===== src/rtl/fir_requant.sv =====
// Requantizes signed FIR accumulator samples (round, shift, saturate) behind a
// 2-entry skid buffer, with per-frame last marking and a saturation counter.
module fir_requant #(
    parameter int unsigned DATA_IN   = 32,
    parameter int unsigned DATA_OUT  = 16,
    parameter int unsigned SHIFT     = 7,
    parameter int unsigned FRAME_LEN = 256
) (
    input  logic                axi_clk,
    input  logic                axi_reset_n,
    input  logic                s_axis_valid,
    input  logic [DATA_IN-1:0]  s_axis_data,
    output logic                s_axis_ready,
    output logic                m_axis_valid,
    output logic [DATA_OUT-1:0] m_axis_data,
    output logic                m_axis_last,
    input  logic                m_axis_ready,
    input  logic                sat_clr,
    output logic [15:0]         sat_count
);

    localparam int unsigned WI = DATA_IN + 1;

    localparam logic [1:0] StEmpty = 2'd0;
    localparam logic [1:0] StOne   = 2'd1;
    localparam logic [1:0] StFull  = 2'd2;

    localparam logic signed [WI-1:0] RndV =
        (SHIFT == 0) ? '0 : (WI'(1) << ((SHIFT == 0) ? 0 : SHIFT - 1));
    localparam logic signed [WI-1:0] MaxV =
        {{(WI - DATA_OUT + 1){1'b0}}, {(DATA_OUT - 1){1'b1}}};
    localparam logic signed [WI-1:0] MinV =
        {{(WI - DATA_OUT + 1){1'b1}}, {(DATA_OUT - 1){1'b0}}};
    localparam logic [15:0] LastCnt = 16'(FRAME_LEN - 1);

    logic [1:0]          state_q, state_d;
    logic [DATA_OUT-1:0] out_data_q, out_data_d;
    logic [DATA_OUT-1:0] skid_data_q, skid_data_d;
    logic                ready_q, ready_d;
    logic [15:0]         beat_cnt_q, beat_cnt_d;
    logic [15:0]         sat_cnt_q, sat_cnt_d;

    logic signed [WI-1:0] x_ext, sum, r;
    logic [DATA_OUT-1:0]  q_data;
    logic                 q_sat;
    logic                 accept, out_fire;

    // One extra bit of headroom so the rounding add can never wrap.
    always_comb begin
        x_ext = {s_axis_data[DATA_IN-1], s_axis_data};
        sum   = x_ext + RndV;
        r     = sum >>> SHIFT;
        q_sat = 1'b0;
        if (r > MaxV) begin
            q_data = MaxV[DATA_OUT-1:0];
            q_sat  = 1'b1;
        end else if (r < MinV) begin
            q_data = MinV[DATA_OUT-1:0];
            q_sat  = 1'b1;
        end else begin
            q_data = r[DATA_OUT-1:0];
        end
    end

    assign accept   = s_axis_valid & ready_q;
    assign out_fire = (state_q != StEmpty) & m_axis_ready;

    always_comb begin
        state_d     = state_q;
        out_data_d  = out_data_q;
        skid_data_d = skid_data_q;
        unique case (state_q)
            StEmpty: begin
                if (accept) begin
                    state_d    = StOne;
                    out_data_d = q_data;
                end
            end
            StOne: begin
                if (accept && !out_fire) begin
                    state_d     = StFull;
                    skid_data_d = q_data;
                end else if (!accept && out_fire) begin
                    state_d = StEmpty;
                end else if (accept && out_fire) begin
                    out_data_d = q_data;
                end
            end
            StFull: begin
                if (out_fire) begin
                    state_d    = StOne;
                    out_data_d = skid_data_q;
                end
            end
            default: state_d = StEmpty;
        endcase
        ready_d = (state_d != StFull);
    end

    always_comb begin
        beat_cnt_d = beat_cnt_q;
        if (out_fire) begin
            beat_cnt_d = (beat_cnt_q == LastCnt) ? 16'd0 : beat_cnt_q + 16'd1;
        end
        sat_cnt_d = sat_cnt_q;
        if (sat_clr) begin
            sat_cnt_d = 16'd0;
        end else if (accept && q_sat && sat_cnt_q != 16'hFFFF) begin
            sat_cnt_d = sat_cnt_q + 16'd1;
        end
    end

    always_ff @(posedge axi_clk or negedge axi_reset_n) begin
        if (!axi_reset_n) begin
            state_q     <= StEmpty;
            out_data_q  <= '0;
            skid_data_q <= '0;
            ready_q     <= 1'b0;
            beat_cnt_q  <= 16'd0;
            sat_cnt_q   <= 16'd0;
        end else begin
            state_q     <= state_d;
            out_data_q  <= out_data_d;
            skid_data_q <= skid_data_d;
            ready_q     <= ready_d;
            beat_cnt_q  <= beat_cnt_d;
            sat_cnt_q   <= sat_cnt_d;
        end
    end

    assign s_axis_ready = ready_q;
    assign m_axis_valid = (state_q != StEmpty);
    assign m_axis_data  = out_data_q;
    assign m_axis_last  = m_axis_valid && (beat_cnt_q == LastCnt);
    assign sat_count    = sat_cnt_q;

endmodule


===== config.mk =====
export PLATFORM = sky130hd
export DESIGN_NAME = fir_requant
export DESIGN_NICKNAME = d
export VERILOG_FILES = /design/src/rtl/fir_requant.sv
export SDC_FILE = /design/constraint.sdc
export NUM_CORES = 1
export LEC_CHECK = 0
export BUFFER_PORTS_ARGS = -buffer_cell sky130_fd_sc_hd__buf_2
export CAP_MARGIN = 5
export CORE_MARGIN = 2
export CORE_UTILIZATION = 48
export CTS_CLUSTER_DIAMETER = 50
export DETAILED_ROUTE_END_ITERATION = 6
export GPL_ROUTABILITY_DRIVEN = 0
export PLACE_DENSITY = 0.71
export RECOVER_POWER = 100
export SETUP_SLACK_MARGIN = 0.1
export SYNTH_ARGS = -nofsm -noshare
export SYNTH_HDL_FRONTEND = slang
export SYNTH_SLANG_ARGS = --single-unit

===== constraint.sdc =====
create_clock -name axi_clk -period 6 [get_ports axi_clk]
set_clock_uncertainty 0.15 [all_clocks]
set_input_delay 0.3 -clock axi_clk [delete_from_list [all_inputs] [get_ports axi_clk]]
set_output_delay 0.3 -clock axi_clk [all_outputs]
set_load 0.01 [all_outputs]

== Yosys cells after proc, flatten, opt, wreduce, memory -nomap -nowiden ==
Index checks and enable logic that the tools add are counted.

* Add/sub/neg operators: 3
* Order comparisons: 2
* Eq/ne operators: 10
* Mux-type cells: 18
* Bitwise operators: 2
* Reduce and logical (&&, ||, !) cells: 14

{| class="wikitable"
|+ Operator list
! operator !! number
|-
| $mux 16 || 10
|-
| $pmux 16 s3 || 1
|-
| $add 32x8->33 const B || 1
|-
| $add 16x1->16 const B || 2
|-
| $gt 26x16->1 const B || 1
|-
| $lt 26x16->1 const B || 1
|-
| $eq 16x8->1 const B || 1
|-
| $ne 16x16->1 const B || 1
|-
| $ne 2x2->1 const B || 6
|-
| $mux 2 || 4
|-
| $logic_and 1x1->1 || 6
|-
| $pmux 2 s3 || 1
|-
| $reduce_and 6->1 || 1
|-
| $reduce_bool 2->1 || 2
|-
| $reduce_bool 3->1 || 1
|-
| $and 1x1->1 || 2
|-
| $eq 2x1->1 const B || 1
|-
| $eq 2x2->1 const B || 1
|-
| $logic_not 1->1 || 2
|-
| $logic_not 2->1 || 1
|-
| $mux 1 || 2
|-
| $reduce_and 2->1 || 1
|}

* Bits in registers: 67
* Input bits: 37
* Output and inout port bits: 35

== Logic depth before layout (Yosys ltp) ==
Gate-level depths: netlist (run 1).

* Depth in word-level cells: 8
* Mapped depth: 10
* Mapped depth without buffers: 9

== Least setup slack after synthesis (run 1) ==
No wires, ideal clock.

* Kind: in2reg
* Start point: input s_axis_data[22]
* End point: register sat_cnt_q[15], in the netlist sat_count[15]
* Arrival time: 2.500 ns
* Required time: 5.725 ns
* Path slack: 3.225 ns
* Stages on the path: 9
* Path buffers: 1
* Path through: clkbuf_1 > nand3_1 > or4_4 > or3_1 > a22oi_1 > nand4_2 > and2_4 > and4_4 > mux2_4

* Cells in the longest elaborated chain, start to end: 7
* Elaborated cells between the ends (all ways): 8

{| class="wikitable"
|+ RTL lines
! what !! line !! source
|-
| start, declared || 12 || <nowiki>input logic [DATA_IN-1:0] s_axis_data,</nowiki>
|-
| $add 32x8->33 * || 51 || <nowiki>sum = x_ext + RndV;</nowiki>
|-
| $lt 26x16->1 || 57 || <nowiki>end else if (r < MinV) begin</nowiki>
|-
| $mux 1 || 57 ||
|-
| $mux 1 * || 54 || <nowiki>if (r > MaxV) begin</nowiki>
|-
| $logic_and 1x1->1 * (2 in series) || 108 || <nowiki>end else if (accept && q_sat && sat_cnt_q != 16'hFFFF) begin</nowiki>
|-
| $reduce_bool 2->1 (no source line) * || - ||
|-
| end signal, assigned || 127 || <nowiki>sat_cnt_q <= sat_cnt_d;</nowiki>
|-
| end, declared || 41 || <nowiki>logic [15:0] sat_cnt_q, sat_cnt_d;</nowiki>
|}

Mark *: on every way between the ends. The rest lies on a longest branch, timed or not.
A chain may end at the register's enable or synchronous reset.

==> impl_metrics.csv, run 1 <==
group,metric,value,unit
run_status,status,"complete, but fails checks",
run_status,violations,"max-capacitance violations, max-slew violations",
logic_synthesis,netlist_instances,419,
placement,port_buffers,65,
power,p_per_area,323,mW/mm2
logic_synthesis,yosys-top-cells-count,"67 x dfrtp_1, 53 x nand2_1, 40 x nor2_1, 23 x nand3_1, 18 x o21ai_0",
cells_and_area,area_delta_synth_final,13.8,%
logic_synthesis,synth_top_area_cell,"dfrtp_1",
logic_synthesis,synth_area,0.00386,mm2
logic_synthesis,synth_xor_area_share,7.03,%
logic_synthesis,synth_area_leaders,"dfrtp_1 43%, nand2_1 5.2%, nor2_1 3.9%, mux2_2 3.8%, o221a_2 3.8%",
logic_synthesis,synth_compound_area_share,14.7,%
critical_path,worstSetupPathType,"in2async",
timing,finalSetupViolCount,0,
min_path,hold_class,"in2reg",
clocking,cts_root_buf,"clkbuf_8",
critical_path,critPathCaptureType,"asynchronous set/reset pin",
clocking,cts_resized,0,
logic_synthesis,synth_top_family_by_area,"simple AND/OR/NAND/NOR gates",
detailed_routing,vias,3389,
clocking,clock_latency,0.34,ns
power,leakage,1.76,nW
logic_synthesis,synthAdderAreaFrac,0.972,%
critical_path,cp_data_required_time,5.49,ns
global_routing,antenna_found_initial,0,
global_routing,overflow,0,
global_routing,grt_pass1_wl,14900,um
job,cap_violations,1,
clocking,cts_tree,"yes",
logic_synthesis,async_reset_ff_share,100,%
critical_path,worst_path_max_delay_cell,"clkbuf_1",
timing,min_period,3.43,ns
die,die-area,0.00878,mm2
logic_synthesis,yosys_register_bits,67,
detailed_routing,wirelength,9000,um
logic_synthesis,ys_warn_count,0,
placement,dp_hpwl,6310,um
logic_synthesis,seq_area_frac_synth,43.4,%
clocking,cts_buffer_depth,2,
die,core,0.00777,mm2
power,ir_drop,0.153,mV
clocking,cts.clk_slew.worst_paths,0.07,ns
clocking,h-tree-depth,3,
logic_synthesis,synthMuxAreaShare,5.22,%
critical_path,worstPathArrival,2.91,ns
critical_path,crit_family,"buffers and inverters",
detailed_routing,ant_nets,0,
timing,drv_slew,68,
detailed_routing,drt_iter0_drc,132,
clocking,cts_made_buffers,9,
critical_path,path_cells,"buf_2 -> clkbuf_1",
clocking,cts_setup_buffers,0,
timing,final.setup.tns,0,ns
detailed_routing,drt_first_pass_iters,5,
logic_synthesis,synthFlopType,"dfrtp_1",
logic_synthesis,synth_top_area_share,43.4,%
logic_synthesis,synth_edf_count,0,
logic_synthesis,synth.avg_cell_area,9.22,um2
clocking,clkSinkCount,67,
global_routing,grt_pass1_vias,3168,
die,rows,32,
logic_synthesis,synth-simple-area-share,26.2,%
die,die_x,93.7,um
die,die_y,93.7,um
timing,rsz0062_at_grt,"false",
critical_path,setup.worst_path.start_class,"input port",
critical_path,path_buf_inv,2,
critical_path,cp_slowest_stage_delay,2.50,ns
placement,preCtsSetupSlack,2.60,ns
global_routing,track_usage,21.5,%
timing,fin_crit_sh,57.1,%
cells_and_area,antenna_cells,0,
timing,tightest_slew,3.57,ns
detailed_routing,detail_route.vias_per_cell,5.77,
timing,hold_viol,0,
timing,fmax,0.292,GHz
die,pin_count,72,
timing,slew_headroom,-138,%
die,initial_core_util,49.7,%
timing,timing.final.ws_setup,2.57,ns
logic_synthesis,yosysMostFrequentCell,"dfrtp_1",
logic_synthesis,synth_nets,459,
detailed_routing,drc,0,
detailed_routing,wl_per_cell,15.3,um
critical_path,critPathMaxFanout,67,
cells_and_area,fin_nets,520,
logic_synthesis,yosysUniqueCellTypes,51,
global_routing,grt_start_max_net_pins,68,
clocking,hold_buffers,0,
cells_and_area,drive_gt1_share,16.5,%
[final cells by class]
| cell class | instances | area, um2 |
|---|---|---|
| repair buffers | 67 | 293 |
| fillers | 740 | 3370 |
| clock inverters | 5 | 52.6 |
| clock buffers | 11 | 141 |
| well taps | 102 | 128 |
| inverters | 7 | 26.3 |
| flip-flops and latches | 67 | 1680 |
| multi-input cells | 328 | 2080 |
[cells in the final DEF, fill, tap and decap left out, types with 14 or more instances in the layout]
| master | n |
|---|---|
| xor2_1 | 15 |
| clkbuf_1 | 37 |
| nor2_1 | 40 |
| nand3_1 | 23 |
| o21ai_0 | 28 |
| xnor2_1 | 16 |
| buf_2 | 30 |
| nand2_1 | 53 |
| dfrtp_1 | 67 |
| a21oi_1 | 14 |
[where the power goes]
group	switching [W]	internal (W)	leakage, nW
registers	0.0000822	0.000577	0.823
logic	0.000216	0.000170	0.840
clock network	0.000172	0.000201	0.0991
[per-stage QoR]
step | instances | hold slack, ns | utilization (%) | area (um2) | total power, W
5_1_grt | 587 | 0.129 | 56.6 | 4400 | 0.00150
4_1_cts | 587 | 0.0230 | 57.4 | 4460 | 0.00145
3_3_place_gp | 571 | 0.319 | 54.9 | 4270 | 0.00105
6_report | 587 | 0.124 | 56.6 | 4400 | 0.00142
2_1_floorplan | 419 | -0.146 | - | 3860 | 0.000918
3_5_place_dp | 571 | 0.329 | 54.9 | 4270 | 0.00107
[flip-flops by register name, summed over array words and instances, names as in the netlist]
signal / count
beat_cnt_q: 16
m_axis_data: 16
s_axis_ready: 1
sat_count: 16
skid_data_q: 16
state_q: 2
[metal layers]
metal,GRT usage (%),wire [um],vias up
met5,0,0,-
met4,6.28,92,0
met3,5.38,433,9
met2,33.6,4200,87
met1,29.8,4270,1634
li1,-,-,1659
[path summary, 6_finish.rpt]
check,from,to,slack (ns),depth (start not counted)
hold reg to reg,beat_cnt_q[5]$_DFFE_PN0P_,beat_cnt_q[5]$_DFFE_PN0P_,0.33,1
setup reg to reg,sat_count[7]$_DFFE_PN0P_,sat_count[9]$_DFFE_PN0P_,3.07,8
hold / removal,m_axis_ready,s_axis_ready$_DFF_PN0_,0.12,2
min in group asynchronous,axi_reset_n,m_axis_data[8]$_DFFE_PN0P_,1.13,2
max in group axi_clk,s_axis_data[7],skid_data_q[8]$_DFFE_PN0P_,2.66,10
setup / recovery,axi_reset_n,m_axis_data[15]$_DFFE_PN0P_,2.57,2
[kinds of logic after synthesis]
| family | count (synthesis) |
|---|---|
| compound gates | 83 |
| mux | 18 |
| simple gates | 193 |
| buf+inv | 24 |
| xor+xnor | 31 |
| flops | 67 |
| fa+ha+maj | 3 |
No activity file was read; power rests on OpenSTA's default activity.
==> run 2: changes to the inputs <==
Settings changed: ABC_AREA from default to 1, PLACE_DENSITY 0.71 to 0.72.
Clock period 6 ns to 2.76 ns, I/O delays scaled along.
==> run 2 against run 1 <==
Against the previous run:
- the flow now finishes without violations
- die area grew 14%
- utilization hardly changed
- sequential share of layout area down 4.5 points
- critical path type is now in2reg
- critical endpoint is now m_axis_data[12]$_DFFE_PN0P_
- largest cell class unchanged
==> impl_metrics.csv, run 2 <==
group,metric,value,unit
run_status,status,"complete, no violations",
logic_synthesis,yosys_register_bits,67,
timing,rsz0062_at_grt,"false",
global_routing,grt_pass1_vias,3928,
die,die-area,0.00997,mm2
clocking,cts_root_buf,"clkbuf_8",
power,ir_drop,0.527,mV
logic_synthesis,synth_edf_count,0,
global_routing,grt_pass1_wl,17700,um
detailed_routing,drc,0,
die,pin_count,72,
detailed_routing,ant_nets,0,
global_routing,grt_start_max_net_pins,43,
logic_synthesis,synth_top_area_cell,"dfrtp_1",
detailed_routing,wirelength,10300,um
die,initial_core_util,50.1,%
clocking,clkSinkCount,67,
placement,post_dp_cell_area,0.00484,mm2
cells_and_area,drive_gt1_share,10.6,%
die,rows,34,
cells_and_area,layout_commonest_cell,"nand2_1",
cells_and_area,fillCellCount,836,
cells_and_area,fin_nets,724,
placement,dp_hpwl,7590,um
cells_and_area,antenna_cells,0,
detailed_routing,drt_first_pass_iters,4,
logic_synthesis,synthFlopType,"dfrtp_1",
detailed_routing,detail_route.vias_per_cell,5.20,
min_path,hold_class,"in2reg",
logic_synthesis,yosys-top-cells-count,"186 x nand2_1, 93 x nor2_1, 67 x dfrtp_1, 61 x inv_1, 43 x nand3_1",
logic_synthesis,synth_nets,658,
die,die_x,99.9,um
clocking,cts.clk_slew.worst_paths,0.07,ns
logic_synthesis,ys_warn_count,0,
global_routing,overflow,0,
die,core,0.00881,mm2
critical_path,cp_data_required_time,2.84,ns
critical_path,rrSetupSlack,0.40,ns
timing,finalSetupViolCount,0,
timing,slew_headroom,30.4,%
clocking,h-tree-depth,3,
placement,port_buffers,65,
critical_path,worstSetupPathType,"in2reg",
clocking,cts_setup_buffers,0,
cells_and_area,finalInstanceArea,0.00499,mm2
critical_path,critPathMaxFanout,22,
die,die_y,99.9,um
clocking,cts_tree,"yes",
timing,hold_slack,0.0239,ns
clocking,cts_made_buffers,9,
critical_path,worstPathArrival,2.58,ns
critical_path,r2r_start,"sat_count[1]$_DFFE_PN0P_",
detailed_routing,vias,4146,
timing,min_period,2.50,ns
detailed_routing,drt_iter0_drc,186,
cells_and_area,final_cell_mix,"186 x nand2_1, 94 x nor2_1, 67 x dfrtp_1",
logic_synthesis,synth_area,0.00441,mm2
logic_synthesis,yosysUniqueCellTypes,37,
timing,timing.final.ws_setup,0.259,ns
logic_synthesis,yosysMostFrequentCell,"nand2_1",
cells_and_area,area_delta_synth_final,13.0,%
clocking,clock_latency,0.34,ns
logic_synthesis,synth_top_area_share,38.0,%
min_path,worstHoldStart,"s_axis_data[13]",
power,p_per_area,713,mW/mm2
power,leakage,2.50,nW
timing,tightest_slew,1.04,ns
logic_synthesis,netlist_instances,618,
critical_path,critPathCaptureType,"flip-flop",
timing,drv_slew,0,
logic_synthesis,async_reset_ff_share,100,%
timing,final.setup.tns,0,ns
clocking,cts_buffer_depth,2,
global_routing,antenna_found_initial,0,
timing,fmax,0.400,GHz
critical_path,setup.worst_path.start_class,"input port",
detailed_routing,wl_per_cell,13.0,um
logic_synthesis,synth.avg_cell_area,7.14,um2
placement,preCtsSetupSlack,0.292,ns
critical_path,cp-startpoint,"s_axis_data[10]",
job,cap_violations,0,
timing,hold_viol,0,
logic_synthesis,seq_area_frac_synth,38.0,%
timing,fin_crit_sh,90.6,%
logic_synthesis,synth_area_leaders,"dfrtp_1 38%, nand2_1 16%, nor2_1 7.9%, inv_1 5.2%, nand3_1 4.9%",
power,power,0.00355,W
global_routing,track_usage,21.7,%
-- run 2: cell count changes in the layout (fill, tap and decap cells not counted), moves of 13 or more --
cell     before  now
a31oi_1       5   18
o221a_2      13    0
nor2_1       40   94
inv_1         7   61
mux2_2       13    0
nand2_1      53  186
o21ai_0      28    8
nand3_1      23   51
-- run 2: worst max-delay path: stages --
cell and delay (ns):
dlygate4sd3_1 0.52, buf_2 0.14, nand2_1 0.07, nor2_1 0.24, nand2_4 0.13, nor2_8 0.17, nand2_1 0.06, nand2_1 0.06
nand2_1 0.05, nor2_1 0.19, nand3_1 0.17, nand2_4 0.19, buf_12 0.18, nand3_1 0.09, nand2_1 0.12, nand2_1 0.06
-- run 2: stage by stage --
| stage | std cells | util, % |
|---|---|---|
| after detailed placement | 779 | 55.0 |
| final | 797 | 56.6 |
| after global routing | 797 | 56.6 |
| after CTS | 797 | 57.6 |
| after global placement | 779 | 55.0 |
| after floorplan | 618 | - |
-- run 2: routing by layer --
layer	vias to the layer above	share of wire [%]	global-route usage, %
met5	-	0	0
met4	0	1.0	6.32
met3	10	3.5	3.55
met2	87	49	37.5
met1	1935	46	28.1
li1	2114	-	-
-- run 2: final timing paths --
check,to,depth (start not counted)
worst max-delay path,m_axis_data[12]$_DFFE_PN0P_,16
worst min-delay path,skid_data_q[6]$_DFFE_PN0P_,4
worst max register to register,sat_count[2]$_DFFE_PN0P_,9
worst min register to register,beat_cnt_q[14]$_DFFE_PN0P_,1
max in group asynchronous,sat_count[3]$_DFFE_PN0P_,3
min in group asynchronous,beat_cnt_q[5]$_DFFE_PN0P_,2
-- run 2: what timing repair did --
item,4_1_cts,5_1_grt
hold buffers,2,0
endpoints found under the hold margin,41,0
setup endpoints to repair,0,27
gates resized for setup,0,3
-- run 2: cell families (layout without fill, tap and decap cells) --
kind of cell	Yosys count	in the layout	synth area share (%)
AO/OA/AOI/OAI	36	36	4.91
flip-flops	67	67	38.0
adder cells (fa/ha/maj)	3	3	0.851
buffers and inverters	81	152	7.60
XOR/XNOR	35	35	6.95
AND/OR/NAND/NOR	396	396	41.7
-- run 2: cell type report --
| class | instances | area, um2 | area share (%) |
|---|---|---|---|
| inverter | 62 | 233 | 4.67 |
| timing repair buffer | 74 | 357 | 7.15 |
| tap | 108 | 135 | 2.71 |
| clock inverter | 5 | 58.8 | 1.18 |
| sequential | 67 | 1680 | 33.6 |
| clock buffer | 11 | 151 | 3.04 |
| multi-input combinational | 470 | 2370 | 47.6 |
-- run 2: power by group --
part,internal [W],switching [W],leakage (nW)
Clock,0.000468,0.000387,0.102
Combinational,0.000408,0.000805,1.58
Sequential,0.00130,0.000183,0.817
Total,0.00218,0.00138,2.50
